--- config.mk ---
export PLATFORM = sky130hd
export DESIGN_NAME = axis_frame_buf_v1
export DESIGN_NICKNAME = d
export VERILOG_FILES = /design/src/rtl/axis_frame_buf_v1.sv
export SDC_FILE = /design/constraint.sdc
export NUM_CORES = 2
export LEC_CHECK = 0
export ABC_AREA = 1
export ABC_CLOCK_PERIOD_IN_PS = 37800
export BUFFER_PORTS_ARGS = -buffer_cell sky130_fd_sc_hd__buf_4
export CORE_MARGIN = 4
export CORE_UTILIZATION = 35
export DETAILED_ROUTE_END_ITERATION = 8
export SKIP_CTS_REPAIR_TIMING = 1
export SYNTH_ARGS = -nofsm -noshare
export SYNTH_HDL_FRONTEND = slang
export SYNTH_MEMORY_MAX_BITS = 65536
export SYNTH_SLANG_ARGS = --single-unit
--- constraint.sdc ---
create_clock -name aclk -period 37.8 [get_ports aclk]
set_clock_uncertainty 0.2 [all_clocks]
set_input_delay 9.45 -clock aclk [delete_from_list [all_inputs] [get_ports aclk]]
set_output_delay 9.45 -clock aclk [all_outputs]
set_load 0.01 [all_outputs]
--- src/rtl/axis_frame_buf_v1.sv ---
// Frame capture buffer: stores a requested frame from a non-stallable stream into a FIFO
// and replays it as an AXI-Stream master with tready/tlast for the DMA.
module axis_frame_buf_v1 #(
    parameter int unsigned B       = 256,
    parameter int unsigned FIFO_AW = 4,
    parameter int unsigned LEN_W   = 16
) (
    input  logic             aclk,
    input  logic             aresetn,
    input  logic             s_axis_tvalid,
    input  logic [B-1:0]     s_axis_tdata,
    output logic             m_axis_tvalid,
    input  logic             m_axis_tready,
    output logic [B-1:0]     m_axis_tdata,
    output logic             m_axis_tlast,
    input  logic             start_i,
    input  logic [LEN_W-1:0] len_i,
    output logic             busy_o,
    output logic             ovf_o
);

    localparam int unsigned DEPTH = 2 ** FIFO_AW;
    localparam int unsigned OCC_W = FIFO_AW + 1;

    typedef enum logic {
        IDLE,
        CAPTURE
    } state_t;

    state_t             state;
    logic [LEN_W-1:0]   len_q;
    logic [LEN_W-1:0]   cnt_q;
    logic [FIFO_AW-1:0] wr_ptr;
    logic [FIFO_AW-1:0] rd_ptr;
    logic [OCC_W-1:0]   occ;
    logic [B:0]         mem [DEPTH];
    logic [B:0]         head;

    logic rd_en;
    logic wr_en;
    logic is_last;
    logic has_room;
    logic word_in;

    // Write decision: one slot is held back so the last word of a frame always fits.
    always_comb begin
        word_in  = (state == CAPTURE) && s_axis_tvalid;
        rd_en    = (occ != '0) && m_axis_tready;
        is_last  = (cnt_q == (len_q - LEN_W'(1)));
        has_room = (occ < OCC_W'(DEPTH - 1));
        wr_en    = word_in && (has_room || (is_last && ((occ != OCC_W'(DEPTH)) || rd_en)));
    end

    always_ff @(posedge aclk or negedge aresetn) begin
        if (!aresetn) begin
            state  <= IDLE;
            len_q  <= '0;
            cnt_q  <= '0;
            busy_o <= 1'b0;
            ovf_o  <= 1'b0;
        end else begin
            case (state)
                IDLE: begin
                    if (start_i && (len_i != '0)) begin
                        state  <= CAPTURE;
                        len_q  <= len_i;
                        cnt_q  <= '0;
                        ovf_o  <= 1'b0;
                        busy_o <= 1'b1;
                    end
                end
                CAPTURE: begin
                    if (s_axis_tvalid) begin
                        cnt_q <= cnt_q + LEN_W'(1);
                        if (!wr_en) begin
                            ovf_o <= 1'b1;
                        end
                        if (is_last) begin
                            state  <= IDLE;
                            busy_o <= 1'b0;
                        end
                    end
                end
                default: begin
                    state  <= IDLE;
                    busy_o <= 1'b0;
                end
            endcase
        end
    end

    // FIFO pointers and occupancy; a simultaneous read and write leaves occupancy unchanged.
    always_ff @(posedge aclk or negedge aresetn) begin
        if (!aresetn) begin
            wr_ptr <= '0;
            rd_ptr <= '0;
            occ    <= '0;
        end else begin
            if (wr_en) begin
                wr_ptr <= wr_ptr + FIFO_AW'(1);
            end
            if (rd_en) begin
                rd_ptr <= rd_ptr + FIFO_AW'(1);
            end
            case ({wr_en, rd_en})
                2'b10:   occ <= occ + OCC_W'(1);
                2'b01:   occ <= occ - OCC_W'(1);
                default: occ <= occ;
            endcase
        end
    end

    always_ff @(posedge aclk) begin
        if (wr_en) begin
            mem[wr_ptr] <= {is_last, s_axis_tdata};
        end
    end

    // First-word-fall-through head; gated so stale storage never shows after reset.
    always_comb begin
        head          = mem[rd_ptr];
        m_axis_tvalid = (occ != '0);
        m_axis_tdata  = m_axis_tvalid ? head[B-1:0] : '0;
        m_axis_tlast  = m_axis_tvalid ? head[B] : 1'b0;
    end

endmodule

== Word-level counts from Yosys, hierarchy flattened ==
Memory sizes are Yosys's and may differ from the RTL's.
Index checks and enable logic that the tools add are counted.

* Register bits: 48
* RAM bits: 4112
* Input bits: 277
* Output and inout bits: 260
* Word-level logic and storage cells: 59
* Memories: 1

{| class="wikitable"
|+ Memories
! name !! depth !! bits a word !! rd ports !! clocked after memory_dff !! write ports !! RTL line !! RTL
|-
| mem || 16 || 257 || 1 || 0 || 1 || 36 || <nowiki>logic [B:0] mem [DEPTH];</nowiki>
|}

* $add $sub $neg: 6
* Magnitude comparators: 1
* Equality and inequality tests: 8
* Mux-type cells: 20
* Bitwise gates (word level): 1
* Reduce and logical (&&, ||, !) cells: 14

{| class="wikitable"
|+ Operators by type and width
! kind !! number
|-
| $mux 256 || 1
|-
| $mux 16 || 2
|-
| $pmux 16 s2 || 1
|-
| $add 16x1->16 const B || 1
|-
| $eq 16x16->1 || 1
|-
| $reduce_bool 16->1 || 1
|-
| $sub 16x1->16 const B || 1
|-
| $mux 1 || 12
|-
| $pmux 5 s2 || 1
|-
| $add 4x1->4 const B || 2
|-
| $ne 2x2->1 const B || 3
|-
| $pmux 1 s2 || 3
|-
| $reduce_and 3->1 || 2
|-
| $add 5x1->5 const B || 1
|-
| $logic_and 1x1->1 || 5
|-
| $lt 5x4->1 const B || 1
|-
| $ne 5x5->1 const B || 1
|-
| $reduce_bool 5->1 || 1
|-
| $sub 5x1->5 const B || 1
|-
| $reduce_and 2->1 || 2
|-
| $eq 2x1->1 const B || 1
|-
| $eq 2x2->1 const B || 1
|-
| $logic_or 1x1->1 || 2
|-
| $ne 2x1->1 const B || 1
|-
| other kinds (2) || 2
|}

== Longest topological paths before layout ==
* Word-level depth: 9
* Depth in mapped cells: 25
* Mapped depth without buffers: 24

== Least setup slack after synthesis ==
No wires, ideal clock.

* Path kind: input-to-reg
* Start: input port m_axis_tready
* End: memory mem[3][0] (netlist name), enable pin
* Setup time: 1191 ps
* Data arrival time: 27268 ps
* Required time: 36409 ps
* Setup slack: 9141 ps
* Cell stages on the path: 7
* Buffers on the path: 1
* Cells stage by stage: nand2_1 -> nand3_1 -> nand3_2 -> nand2_4 -> nand2_4 -> buf_6 -> nor3_1

* Longest elaborated chain between the ends: 7

{| class="wikitable"
|+ RTL lines
! element !! RTL line !! RTL
|-
| start, declared || 13 || <nowiki>input logic m_axis_tready,</nowiki>
|-
| $logic_and 1x1->1 || 48 || <nowiki>rd_en = (occ != '0) && m_axis_tready;</nowiki>
|-
| $logic_or 1x1->1 || 51 || <nowiki>wr_en = word_in && (has_room || (is_last && ((occ != OCC_W'(DEPTH)) || rd_en)));</nowiki>
|-
| $logic_and 1x1->1 || 51 ||
|-
| $logic_or 1x1->1 || 51 ||
|-
| $logic_and 1x1->1 || 51 ||
|-
| $mux 1 || 114 || <nowiki>if (wr_en) begin</nowiki>
|-
| $mux 1 (implied by the code) || 115 || <nowiki>mem[wr_ptr] <= {is_last, s_axis_tdata};</nowiki>
|-
| end, declared || 36 ||
|}

Every way passes these cells.

== Final worst setup path ==
* Start: register rd_ptr[0]
* End: output port m_axis_tdata[175]

* Longest elaborated chain between the ends: 2

{| class="wikitable"
|+ RTL lines
! element !! RTL line !! RTL
|-
| start, declared || 34 || <nowiki>logic [FIFO_AW-1:0] rd_ptr;</nowiki>
|-
| start signal, assigned || 103 || <nowiki>rd_ptr <= rd_ptr + FIFO_AW'(1);</nowiki>
|-
| $mem_v2 16x257 || n/a ||
|-
| $mux 256 || 123 || <nowiki>m_axis_tdata = m_axis_tvalid ? head[B-1:0] : '0;</nowiki>
|-
| end, declared || 14 || <nowiki>output logic [B-1:0] m_axis_tdata,</nowiki>
|}

Every way passes these cells.

==> results.txt <==
The initial cell density of the core is a little over a third. The clock network latency to the later pin of the worst-skew pair came out at 1010 ps. The number of synthesized flops with an enable pin is between 4000 and 5000.

The layout cell share with drive strength beyond 1 came out at 11.2%. The fraction of synthesis flops using an asynchronous set or reset pin is 1.15%. Setup slack closes at 20970 ps. The final max-slew violation count is 0.

In this run the worst hold path is classified as flip-flop to flip-flop. The region available for standard cell placement spans 0.460 mm^2. Prior to clock tree synthesis, the placed netlist has a worst setup slack of approximately 22000 ps.

The final net count came out at 11900. The library cells used most frequently in the layout, excluding fill and tap cells, are sky130_fd_sc_hd__edfxtp_1 (4112), sky130_fd_sc_hd__nor2_1 (2084), sky130_fd_sc_hd__o21ai_0 (2075). The initial detailed-routing violation count came out at 10600. The worst setup path is captured at an output pin. The netlist uses 38 different library cells. The leading cell type in the layout, fill and taps excluded is sky130_fd_sc_hd__edfxtp_1. The flow ran to the end, and the final reports show no timing, DRC or antenna violations.

The post-synthesis sequential element count is 4160. After technology mapping, the gate count stands at 11400. The simple-gate share of the synthesized area is about 6.5%. The startpoint-to-endpoint class of the critical path is flip-flop to output pin. After global routing, the most crowded layer is met2.

The post-synthesis compound-gate area fraction is 13.5%. The number of endpoints with negative hold slack in the final report is 0. Sequential elements use between 70 and 80% of the synthesized area. The die outline width is 687 um. The required time of the critical path came out at between 20000 and 30000 ps.

The clock transition at the registers of the reported paths is 60 ps. The mean cell area of the mapped netlist is 14.2 um^2. For this run, the detailed router's first-pass iteration total came to 6. The sequential cell area came out at around 0.12 mm^2. For the pin with the worst max-slew slack, the measured transition is 1480 ps. The final critical-path required period came out at 16830 ps. For this run the aggregate overflow at the end of global routing stands at 0. The number of antenna violations at the first check in global routing came out at 56. The filler cells instantiated in the layout total 42200. The number of remaining DRC errors is 0. In the synthesized netlist the dominant register cell turns out to be sky130_fd_sc_hd__edfxtp_1. Hold is met by slightly below 300 ps. The routed layout has roughly 100k vias. The remaining antenna violation count came out at 0. TritonCTS built the clock tree. For this design the top-level I/O count stands at 537. The met3 usage in global routing came out at 3.11%. The tree is rooted in a sky130_fd_sc_hd__clkbuf_16. Across the run, the number of max-cap violations was 0. The multiplexer area fraction after synthesis came out at 0.0124%. The count of port buffers added during placement is roughly 540. The vertical extent of the die came out at between 600 and 700 um.

After floorplanning, the core was divided into between 200 and 250 placement rows. Entering global routing, the biggest net connects 245 pins. The maximum clock insertion buffer count came out at 4.

The final core utilization came out at 40.2%. The adder and majority cell fraction of the synthesized area is 0.0853%. The wire length per cell after detailed routing came out at 25.5 um.

The relative slew slack is 1.12%. After Yosys synthesis, XOR and XNOR cells account for 0.130% of the synthesized area. The number of sinks handled by clock tree synthesis is around 4200. In this run the power density over the cells is 76.9 mW/mm^2. The worst IR drop on VDD is 0.0844 mV. The total global routing track utilization came out at 18.9%.

The layout-stage area growth over the synthesis result came out at 14.4%. The via count of the first global-routing pass is 97300. Buffers inserted during clock tree synthesis total approximately 430.

STA classifies the critical path startpoint as a flip-flop. For the final routed database, the setup TNS stands at 0 ps. The global-route track usage on met1 is 24.9%. The weighted congestion reported at the end of routability-driven placement came out at between 0.7 and 0.8. The total number of H-tree levels is 5. Setup violations remaining at the end of the flow were counted as 0. The timing-limited maximum frequency came out at 59.4 MHz. The arrival time at the worst endpoint came out at 7180 ps. Setup repair after global routing left no endpoint under its margin.

The maximum fanout encountered on the critical timing path came out at 241. The dominant combinational cell family by area after synthesis is compound AO/OA/AOI/OAI gates. The detailed-route vias per instance is 5.55.

The floorplan step defined a die boundary enclosing approximately 0.47 mm^2. The HPWL reported at the end of detailed placement is 222 mm. The static power due to leakage is between 0.05 and 0.06 uW. Summed over all layers, the routed wires come to 464 mm. The area of the multi-input gates is 0.0327 mm^2. The met2 capacity usage during global routing came out at about a third. The total standard cell area after synthesis came out at about 0.16 mm^2. The total nets after synthesis came out at 11600. Yosys printed 0 warnings. The final clock period utilization by the worst path came out at 44.5%. The wire length of the first global-routing pass came out at 673 mm.
==> synthesized netlist by cell type, types with 6 or more instances <==
| cell | number | share of area (%) |
|---|---|---|
| sky130_fd_sc_hd__dfrtp_1 | 48 | 0.74 |
| sky130_fd_sc_hd__xnor2_1 | 9 | 0.049 |
| sky130_fd_sc_hd__o221ai_1 | 826 | 4.5 |
| sky130_fd_sc_hd__nand3_1 | 338 | 1.0 |
| sky130_fd_sc_hd__inv_1 | 54 | 0.13 |
| sky130_fd_sc_hd__nor2_2 | 6 | 0.023 |
| sky130_fd_sc_hd__o211ai_1 | 204 | 0.95 |
| sky130_fd_sc_hd__buf_2 | 210 | 0.65 |
| sky130_fd_sc_hd__nor2_1 | 2084 | 4.8 |
| sky130_fd_sc_hd__buf_4 | 28 | 0.13 |
| sky130_fd_sc_hd__nor3_1 | 18 | 0.056 |
| sky130_fd_sc_hd__xor2_1 | 15 | 0.081 |
| sky130_fd_sc_hd__nand2_1 | 147 | 0.34 |
| sky130_fd_sc_hd__o22ai_1 | 208 | 0.81 |
| sky130_fd_sc_hd__o21ai_0 | 2076 | 6.4 |
| sky130_fd_sc_hd__nor4_1 | 8 | 0.031 |
| sky130_fd_sc_hd__ha_1 | 11 | 0.085 |
| sky130_fd_sc_hd__buf_1 | 19 | 0.044 |
| sky130_fd_sc_hd__edfxtp_1 | 4112 | 77 |
| sky130_fd_sc_hd__a21oi_1 | 268 | 0.83 |
| sky130_fd_sc_hd__clkbuf_1 | 630 | 1.5 |
==> area by class of cell <==
type	count	share of cell area [%]
Clock inverter	259	1.11
Antenna cell	24	0.0326
Inverter	61	0.149
Clock buffer	532	6.05
Timing Repair Buffer	735	3.17
Multi-Input combinational cell	6247	17.7
Tap cell	6149	4.17
Sequential cell	4160	67.6
==> state kept, by name, indices dropped and copies added (netlist names), 4 cells and up <==
register and flops:
rd_ptr 4, cnt_q 16, len_q 16, mem 4112, wr_ptr 4, occ 5
==> final timing paths <==
path,start,to,slack (ps),cells after the start
worst max register to register,len_q[0],mem[2][127],31180,18
max in group asynchronous,aresetn,rd_ptr[3],28580,1
worst min-delay path,ovf_o,ovf_o,290,2
min in group asynchronous,aresetn,len_q[10],8250,1
worst min register to register,ovf_o,ovf_o,290,2
worst max-delay path,rd_ptr[0],m_axis_tdata[175],20970,10
==> worst max-delay path, cell delays in order (launching register included) <==
cell and delay [ps]:
sky130_fd_sc_hd__dfrtp_4 830, sky130_fd_sc_hd__buf_4 710, sky130_fd_sc_hd__buf_4 640, sky130_fd_sc_hd__buf_4 740
sky130_fd_sc_hd__buf_12 690, sky130_fd_sc_hd__buf_4 900, sky130_fd_sc_hd__o21ai_0 230, sky130_fd_sc_hd__o221ai_1 220
sky130_fd_sc_hd__nand3_1 120, sky130_fd_sc_hd__a21oi_1 470, sky130_fd_sc_hd__buf_4 220
==> metrics by stage <==
| stage | std cells | power [uW] | instance area [um^2] |
|---|---|---|---|
| after floorplan | 11400 | 8440 | 161000 |
| after global placement | 17400 | 10300 | 171000 |
| after detailed placement | 17400 | 10300 | 171000 |
| after CTS | 18100 | 14300 | 184000 |
| after global routing | 18200 | 14900 | 184000 |
| final | 18200 | 14200 | 185000 |
==> report_power, final <==
group / switching, uW / internal [uW]
Clock: 1790 / 2210
Combinational: 3340 / 1440
Sequential: 104 / 5310
==> kinds of logic after synthesis <==
logic type | after synthesis
AND/OR/NAND/NOR | 2624
adder cells (fa/ha/maj) | 11
multiplexers | 2
XOR/XNOR | 24
AO/OA/AOI/OAI | 3586
buffers and inverters | 953
flip-flops | 4160
==> per-layer routing <==
metal / part of all wire, % / wire length (um)
met4: 2.8 / 13000
met1: 41 / 191000
met2: 49 / 227000
met5: 0.058 / 271
met3: 6.9 / 32200
No activity file was read; power rests on OpenSTA's default activity.
